### src/rtl/bit_map_pipe.sv
// bit_map_pipe: per-lane bit permutation feeding a 2-entry skid buffer.
// Words are mapped on acceptance with the mode active in that cycle, then
// held in head/tail registers; m_data is the head register.

// Single-lane bit permutation, purely combinational.
module bit_map_lane (
    input  logic [1:0] mode,
    input  logic [7:0] din,
    output logic [7:0] dout
);
    // Select one of four fixed bit permutations of the byte.
    always_comb begin
        dout = din;
        case (mode)
            2'b01: dout = {din[0], din[2], din[4], din[6],
                           din[1], din[3], din[5], din[7]};
            2'b10: dout = {din[0], din[4], din[1], din[5],
                           din[2], din[6], din[3], din[7]};
            2'b11: for (int k = 0; k < 8; k++) dout[k] = din[7-k];
            default: dout = din;
        endcase
    end
endmodule

module bit_map_pipe #(
    parameter int LANES = 8,
    parameter int CNT_W = 16,
    localparam int DW   = 8*LANES
) (
    input  logic             clk,
    input  logic             rst_n,
    input  logic [1:0]       mode_in,
    input  logic             mode_load,
    input  logic             s_valid,
    output logic             s_ready,
    input  logic [DW-1:0]    s_data,
    output logic             m_valid,
    input  logic             m_ready,
    output logic [DW-1:0]    m_data,
    output logic [1:0]       mode_active,
    output logic [CNT_W-1:0] xfer_cnt
);
    logic [DW-1:0] mapped;
    logic [DW-1:0] head, tail;
    logic [1:0]    occ, occ_nxt;
    logic          push, pop;

    // Lanes are independent: lane i of the output sees only lane i of s_data.
    for (genvar i = 0; i < LANES; i++) begin : g_lane
        bit_map_lane u_lane (
            .mode (mode_active),
            .din  (s_data[8*i +: 8]),
            .dout (mapped[8*i +: 8])
        );
    end

    assign push    = s_valid & s_ready;
    assign pop     = m_valid & m_ready;
    assign m_valid = (occ != 2'd0);
    assign m_data  = head;

    // Next occupancy from the push/pop pair.
    always_comb begin
        occ_nxt = occ;
        case ({push, pop})
            2'b10:   occ_nxt = occ + 2'd1;
            2'b01:   occ_nxt = occ - 2'd1;
            default: occ_nxt = occ;
        endcase
    end

    // Occupancy and a registered ready derived only from next occupancy.
    always_ff @(posedge clk or negedge rst_n) begin
        if (!rst_n) begin
            occ     <= 2'd0;
            s_ready <= 1'b0;
        end else begin
            occ     <= occ_nxt;
            s_ready <= (occ_nxt < 2'd2);
        end
    end

    // Head/tail storage: a push into an empty (or draining single) buffer
    // lands in head; a second word waits in tail and moves up on pop.
    always_ff @(posedge clk or negedge rst_n) begin
        if (!rst_n) begin
            head <= '0;
            tail <= '0;
        end else begin
            if (push && (occ == 2'd0 || (occ == 2'd1 && pop)))
                head <= mapped;
            else if (pop && occ == 2'd2)
                head <= tail;
            if (push && occ == 2'd1 && !pop)
                tail <= mapped;
        end
    end

    // Mode register; the word accepted on the load edge still sees the old mode.
    always_ff @(posedge clk or negedge rst_n) begin
        if (!rst_n)         mode_active <= 2'b00;
        else if (mode_load) mode_active <= mode_in;
    end

    // Output transfer counter, free-running wrap.
    always_ff @(posedge clk or negedge rst_n) begin
        if (!rst_n)   xfer_cnt <= '0;
        else if (pop) xfer_cnt <= xfer_cnt + 1'b1;
    end
endmodule

### config.mk
export PLATFORM = sky130hd
export DESIGN_NAME = bit_map_pipe
export DESIGN_NICKNAME = d
export VERILOG_FILES = /design/src/rtl/bit_map_pipe.sv
export SDC_FILE = /design/constraint.sdc
export NUM_CORES = 1
export LEC_CHECK = 0
export BUFFER_PORTS_ARGS = -buffer_cell sky130_fd_sc_hd__buf_2
export CAP_MARGIN = 20
export CORE_MARGIN = 5
export CORE_UTILIZATION = 35
export DETAILED_ROUTE_END_ITERATION = 8
export PLACE_DENSITY_LB_ADDON = 0.15
export SYNTH_ARGS = -nofsm -noshare
export SYNTH_HDL_FRONTEND = slang
export SYNTH_SLANG_ARGS = --single-unit
### constraint.sdc
create_clock -name clk -period 2.4 [get_ports clk]
set_input_delay 0.12 -clock clk [delete_from_list [all_inputs] [get_ports clk]]
set_output_delay 0.12 -clock clk [all_outputs]
set_load 0.01 [all_outputs]
After elaboration in Yosys (flattened, before gate mapping)
Cells that the tools add are included.
{"block": "classes", "magnitude_cmp": 1, "n_eq_ne": 7, "reduce_logical": 10, "bitwise": 2, "n_mux": 11, "add_sub_neg": 3}
{"operator": "8-bit case mux with 3 select lines", "count": 8}
{"operator": "64-bit two-way mux", "count": 2}
{"operator": "16-bit by 1-bit adder with 16-bit output (second input constant)", "count": 1}
{"operator": "2-bit == test (second input constant)", "count": 4}
{"operator": "2-bit by 1-bit == test with 1-bit output (second input constant)", "count": 3}
{"operator": "1-bit logical AND", "count": 5}
{"operator": "2-bit case mux with 2 select lines", "count": 1}
{"operator": "2-bit nonzero test", "count": 2}
{"operator": "2-bit by 1-bit adder with 2-bit output (second input constant)", "count": 1}
{"operator": "1-bit bitwise AND", "count": 2}
{"operator": "2-bit zero test", "count": 1}
{"operator": "2-bit < comparator (second input constant)", "count": 1}
{"operator": "2-bit by 1-bit subtractor with 2-bit output (second input constant)", "count": 1}
{"operator": "1-bit zero test", "count": 1}
{"operator": "1-bit logical OR", "count": 1}
{"block": "word_totals", "in_bits": 71, "out_inout_bits": 84, "ff_bits": 149, "wordCells": 40}

Depth between registers and ports, before layout
{"block": "logic_depth", "depth_word": 6, "mapped_depth": 10, "mapped_depth_nobuf": 8}

By module
From an unflattened synthesis, not the netlist that was laid out.
{"block": "hier_totals", "hier_cells": 588, "area_unflattened_um2": 7866.3}
{"mod": "bit_map_pipe", "instances": 1, "seq_area_each_um2": 3728.6, "cells_each": 500, "area_per_inst_um2": 6394.9}
{"mod": "bit_map_lane", "instances": 8, "seq_area_each_um2": 0.0, "cells_each": 11, "area_per_inst_um2": 183.9}

Worst setup path after synthesis
Ideal clock, no wire load.
{"block": "synth_timing", "path_kind": "register -> register", "startpoint": "reg occ[0]", "endpoint": "reg s_ready", "required_time_ps": 2277, "setup_slack_ps": 705, "setup_ps": 123, "synth_period_minus_slack_ps": 1695, "n_path_buf": 2, "arrival_ps": 1572, "stages_incl_launch_ff": 11, "path_cell_list": "dfrtp_1 inv_1 ha_1 nand2b_1 buf_6 inv_2 buf_2 ha_1 mux2i_1 o21ai_0 inv_1"}
{"block": "synth_between", "elab_chain_cells": 5, "word_cells_on_any_way": 8, "classes_between": "add/sub: 2; order compare: 1; eq/ne: 2; mux: 1; bitwise: 1; reduce/logical: 1"}
{"item": "start, declared", "line": "45", "rtl": "logic [1:0] occ, occ_nxt;"}
{"item": "start signal, assigned", "line": "78", "rtl": "occ <= occ_nxt;"}
{"item": "2-bit nonzero test *", "line": "59", "rtl": "assign m_valid = (occ != 2'd0);"}
{"item": "1-bit bitwise AND *", "line": "58", "rtl": "assign pop = m_valid & m_ready;"}
{"item": "via pop", "line": "46", "rtl": "logic push, pop;"}
{"item": "2-bit by 1-bit == test with 1-bit output / 2-bit == test (equally long branches)", "line": "65", "rtl": "case ({push, pop})"}
{"item": "2-bit case mux with 2 select lines *", "line": "65"}
{"item": "2-bit < comparator *", "line": "79", "rtl": "s_ready <= (occ_nxt < 2'd2);"}
{"item": "end signal, assigned", "line": "79"}
{"item": "end, declared", "line": "35", "rtl": "output logic s_ready,"}
Mark *: on every way through the listed nets, which the timed path passes. The rest lies on a longest branch.
A chain may end at the register's enable or synchronous reset.

Worst setup path after layout
{"block": "layout_timing", "startpoint": "reg occ[0]", "endpoint": "reg tail[23]"}
{"block": "layout_between", "elab_chain_cells": 4, "word_cells_on_any_way": 6, "classes_between": "eq/ne: 1; bitwise: 1; reduce/logical: 4"}
{"item": "2-bit nonzero test", "line": "59"}
{"item": "1-bit bitwise AND", "line": "58"}
{"item": "1-bit zero test", "line": "94", "rtl": "if (push && occ == 2'd1 && !pop)"}
{"item": "1-bit logical AND *", "line": "94"}
{"item": "end signal, assigned", "line": "95", "rtl": "tail <= mapped;"}
{"item": "end, declared", "line": "44", "rtl": "logic [DW-1:0] head, tail;"}
Every way passes the cells marked *; elsewhere a longest branch is shown, timed or not.

==> metrics.md <==
| Metric | Value |
|---|---|
| Status | complete, no violations |
| DRT Wirelength | 18.05 mm |
| CTS clk-pin slew, worst paths | about 60 ps |
| Lkg Pwr | about 4.5 nW |
| Sequential share of the synthesized area | 0.4883 |
| CP Capture Type | flop |
| Reg-to-reg endpoint | tail[23] |
| Share of cells above drive strength 1 | 0.3989 |
| CP bufs+invs | 3 |
| Fmax | 462.6 MHz |
| Worst reg2reg path depth | 8 |
| Peak supply drop | about 0.00050 V |
| Row Count | 54 |
| Num Clock Sinks | around 150 |
| Post-layout util | 0.4318 |
| Clock Root Buffer | clkbuf_16 |
| Die Area | 24870 µm² |
| Post-route ant nets | 0 |
| Postcts setup bufs | 0 |
| Placeable Area | ~22000 µm² |
| Initial Utilization | 0.3532 |
| Wire length of the first global-routing pass | just under 30 mm |
| Most common cell after layout, fill and taps aside | buf_2 |
| WP data arrival | between 2000 and 2500 ps |
| Pin count of the biggest net entering global routing | between 90 and 100 |
| CP required | roughly 2700 ps |
| Worst path slowest cell | dfrtp_1 |
| Fillers | between 2000 and 2500 |
| CP delay by family, top | simple AND/OR/NAND/NOR gates |
| CP peak stage delay | roughly 400 ps |
| Via Count | about 5300 |
| GR Overflow Total | 0 |
| Setup Crit Path Kind | flop to flop |
| Routability cong. | around 0.77 |
| Die height | around 160 µm |
| Minimum clock period | 2162 ps |
| Starting DRC count in detailed routing | ~170 |
| GRT Total Usage | 0.1504 |
| Max Slew Vio Count | 0 |
| CTS H-tree lvls | 4 |
| Period utilization | 0.9007 |
| Layout area overhead | 22.25% |
| Cell count after synthesis | about 600 |
| Detailed-router iteration count before antenna repair | 4 |
| RSZ-0062 raised after global routing | false |
| Vias in the first global route | 5489 |
| Count of different cell masters after synthesis | 30 |
| Cell Area, Placed | approximately 8700 µm² |
| Tot Pwr | 10.47 mW |
| Fin area | roughly 9300 µm² |
| Worst rel slew slack | 0.5590 |
| Setup_tns | 0 ps |
| Fin. Hold Viols | 0 |
| Layout Nets | ~820 |
| R2R Setup Slk | 240 ps |
| Slew of the pin with the lowest slew margin | approximately 660 ps |
| Commonest non-fill, non-tap cells in the layout | buf_2, dfrtp_1, nand2_1, o21ai_0, mux2i_1 |
| DP Wirelength | about 13 mm |
| CP max FO | 36 |
| Startpoint Class | flop |
| Syn Area/Cell | between 10 and 15 µm² |
| Die span in x | between 150 and 200 µm |
| Post-DR wirelength/cell | about 17 µm |
| CTS buffer count | 17 |
| Hold depth | 3 |
| Hold Path End | tail[39] |
| Worst skew pair latency | between 400 and 500 ps |
| Critical R2R Launch | occ[0] |
| Final Setup Violations | 0 |
| Number of inserted diodes | 0 |
| Synth warn | 0 |
| CTS tree | done |
| HP Class | input port to flop |
| Residual DRC count | 0 |
| Max Clock Skew | about 10 ps |
| PortBufs | between 150 and 200 |
| Initial antenna violation count | 0 |
| Yosys reg bits | about 150 |
| Mapped Area | between 7000 and 8000 µm² |
| Power per standard cell area | roughly 1100 nW/µm² |
| CP Cell Sequence | inv_1, ha_1, nand2b_1, nand4_4, buf_12, buf_4, nand2_1, o21ai_0 |
| Via density | between 5 and 6 |
| CTS max path bufs | 2 |
| Worst Hold Launch | s_data[32] |
| Boundary Pins | ~160 |
| Max cap viols | 0 |
| Synthesized Nets | 675 |
-- per-stage QoR --
| step | cells | hold WS, ps | setup WS, ps |
|---|---|---|---|
| after detailed placement | 1001 | 185.4 | 203.8 |
| after CTS | 1037 | 17.10 | 176.0 |
| final | 1037 | 38.61 | 238.4 |
| after floorplan | 598 | -175.6 | 705.2 |
| after global placement | 1001 | 175.1 | 335.7 |
| after global routing | 1037 | 36.06 | 72.45 |
-- kinds of logic (layout without fill, tap and decap cells) --
group           count (synthesis)  count (layout)  synth area share
mux                           163             163            0.3005
flops                         149             149            0.4883
simple gates                  113             113           0.07046
compound gates                100             100           0.07079
buf+inv                        52             211           0.04293
xor+xnor                       15              15           0.01721
fa+ha+maj                       6               6          0.009831
-- sequential cells by signal (all words and copies together) (netlist names), named ones only --
name	cells
xfer_cnt	16
s_ready	1
mode_active	2
occ	1
tail	64
m_data	64
-- synth_stat cells (all sizes together) --
library cell	instances	area [µm²]
ha	6	75.07
nand3	6	30.03
and3	19	118.9
xnor2	12	105.1
mux4	48	1081
nor3	2	10.01
xor2	3	26.28
o21ai	67	335.3
buf	34	260.2
inv	6	22.52
nand4	4	40.04
clkbuf	12	45.04
mux2i	65	650.6
mux2	50	563.0
nand2b	1	6.260
a21oi	17	85.08
dfrtp	149	3729
nor2	4	31.28
nand2	76	292.8
a211oi	16	120.1
nand4b	1	8.760
-- how the worst max path moves through the flow --
stage	startpoint	end	slack, ps	cells past startpoint
6_report	occ[0]	tail[23]	240	8
5_1_grt	occ[0]	tail[16]	70	7
4_1_cts	occ[0]	tail[7]	180	7
3_5_place_dp	occ[0]	tail[7]	200	7
3_3_place_gp	occ[0]	tail[3]	340	6
2_1_floorplan	occ[0]	s_ready	710	10
-- worst reg2reg max path: cells and delay by family, from the launching register on --
family | cells | cell delay (ps)
simple gates | 3 | 740
flops | 1 | 390
compound gates | 1 | 80
fa+ha+maj | 1 | 220
buf+inv | 3 | 600
-- final cells by class --
class | instances | area, µm² | area share
clock buffers | 21 | 470.5 | 0.05040
clock inverters | 10 | 121.4 | 0.01300
inverters | 6 | 22.52 | 0.002413
multi-input cells | 397 | 3587 | 0.3843
flip-flops and latches | 149 | 3731 | 0.3997
well taps | 280 | 350.3 | 0.03753
repair buffers | 174 | 1052 | 0.1127
-- layer usage --
metal | wire [µm] | track usage | vias up | part of all wire
li1 | - | - | 2492 | -
met1 | 7900 | 0.2001 | 2628 | 0.44
met2 | 8621 | 0.2418 | 144 | 0.48
met3 | 1221 | 0.03663 | 23 | 0.068
met4 | 310 | 0.05203 | 0 | 0.017
met5 | 0 | 0 | - | 0
-- power breakdown --
group | switching, mW | internal (mW)
Sequential | 0.672 | 3.65
Combinational | 1.81 | 1.69
Clock | 1.04 | 1.61
Total | 3.52 | 6.95
-- what timing repair did --
| action | in CTS | in global routing |
|---|---|---|
| endpoints found under the setup margin | 0 | 0 |
| hold buffers | 5 | 0 |
| hold endpoints to repair | 68 | 0 |
| resized for setup | 0 | 0 |
Note: power is estimated with default switching activity, not from simulation.
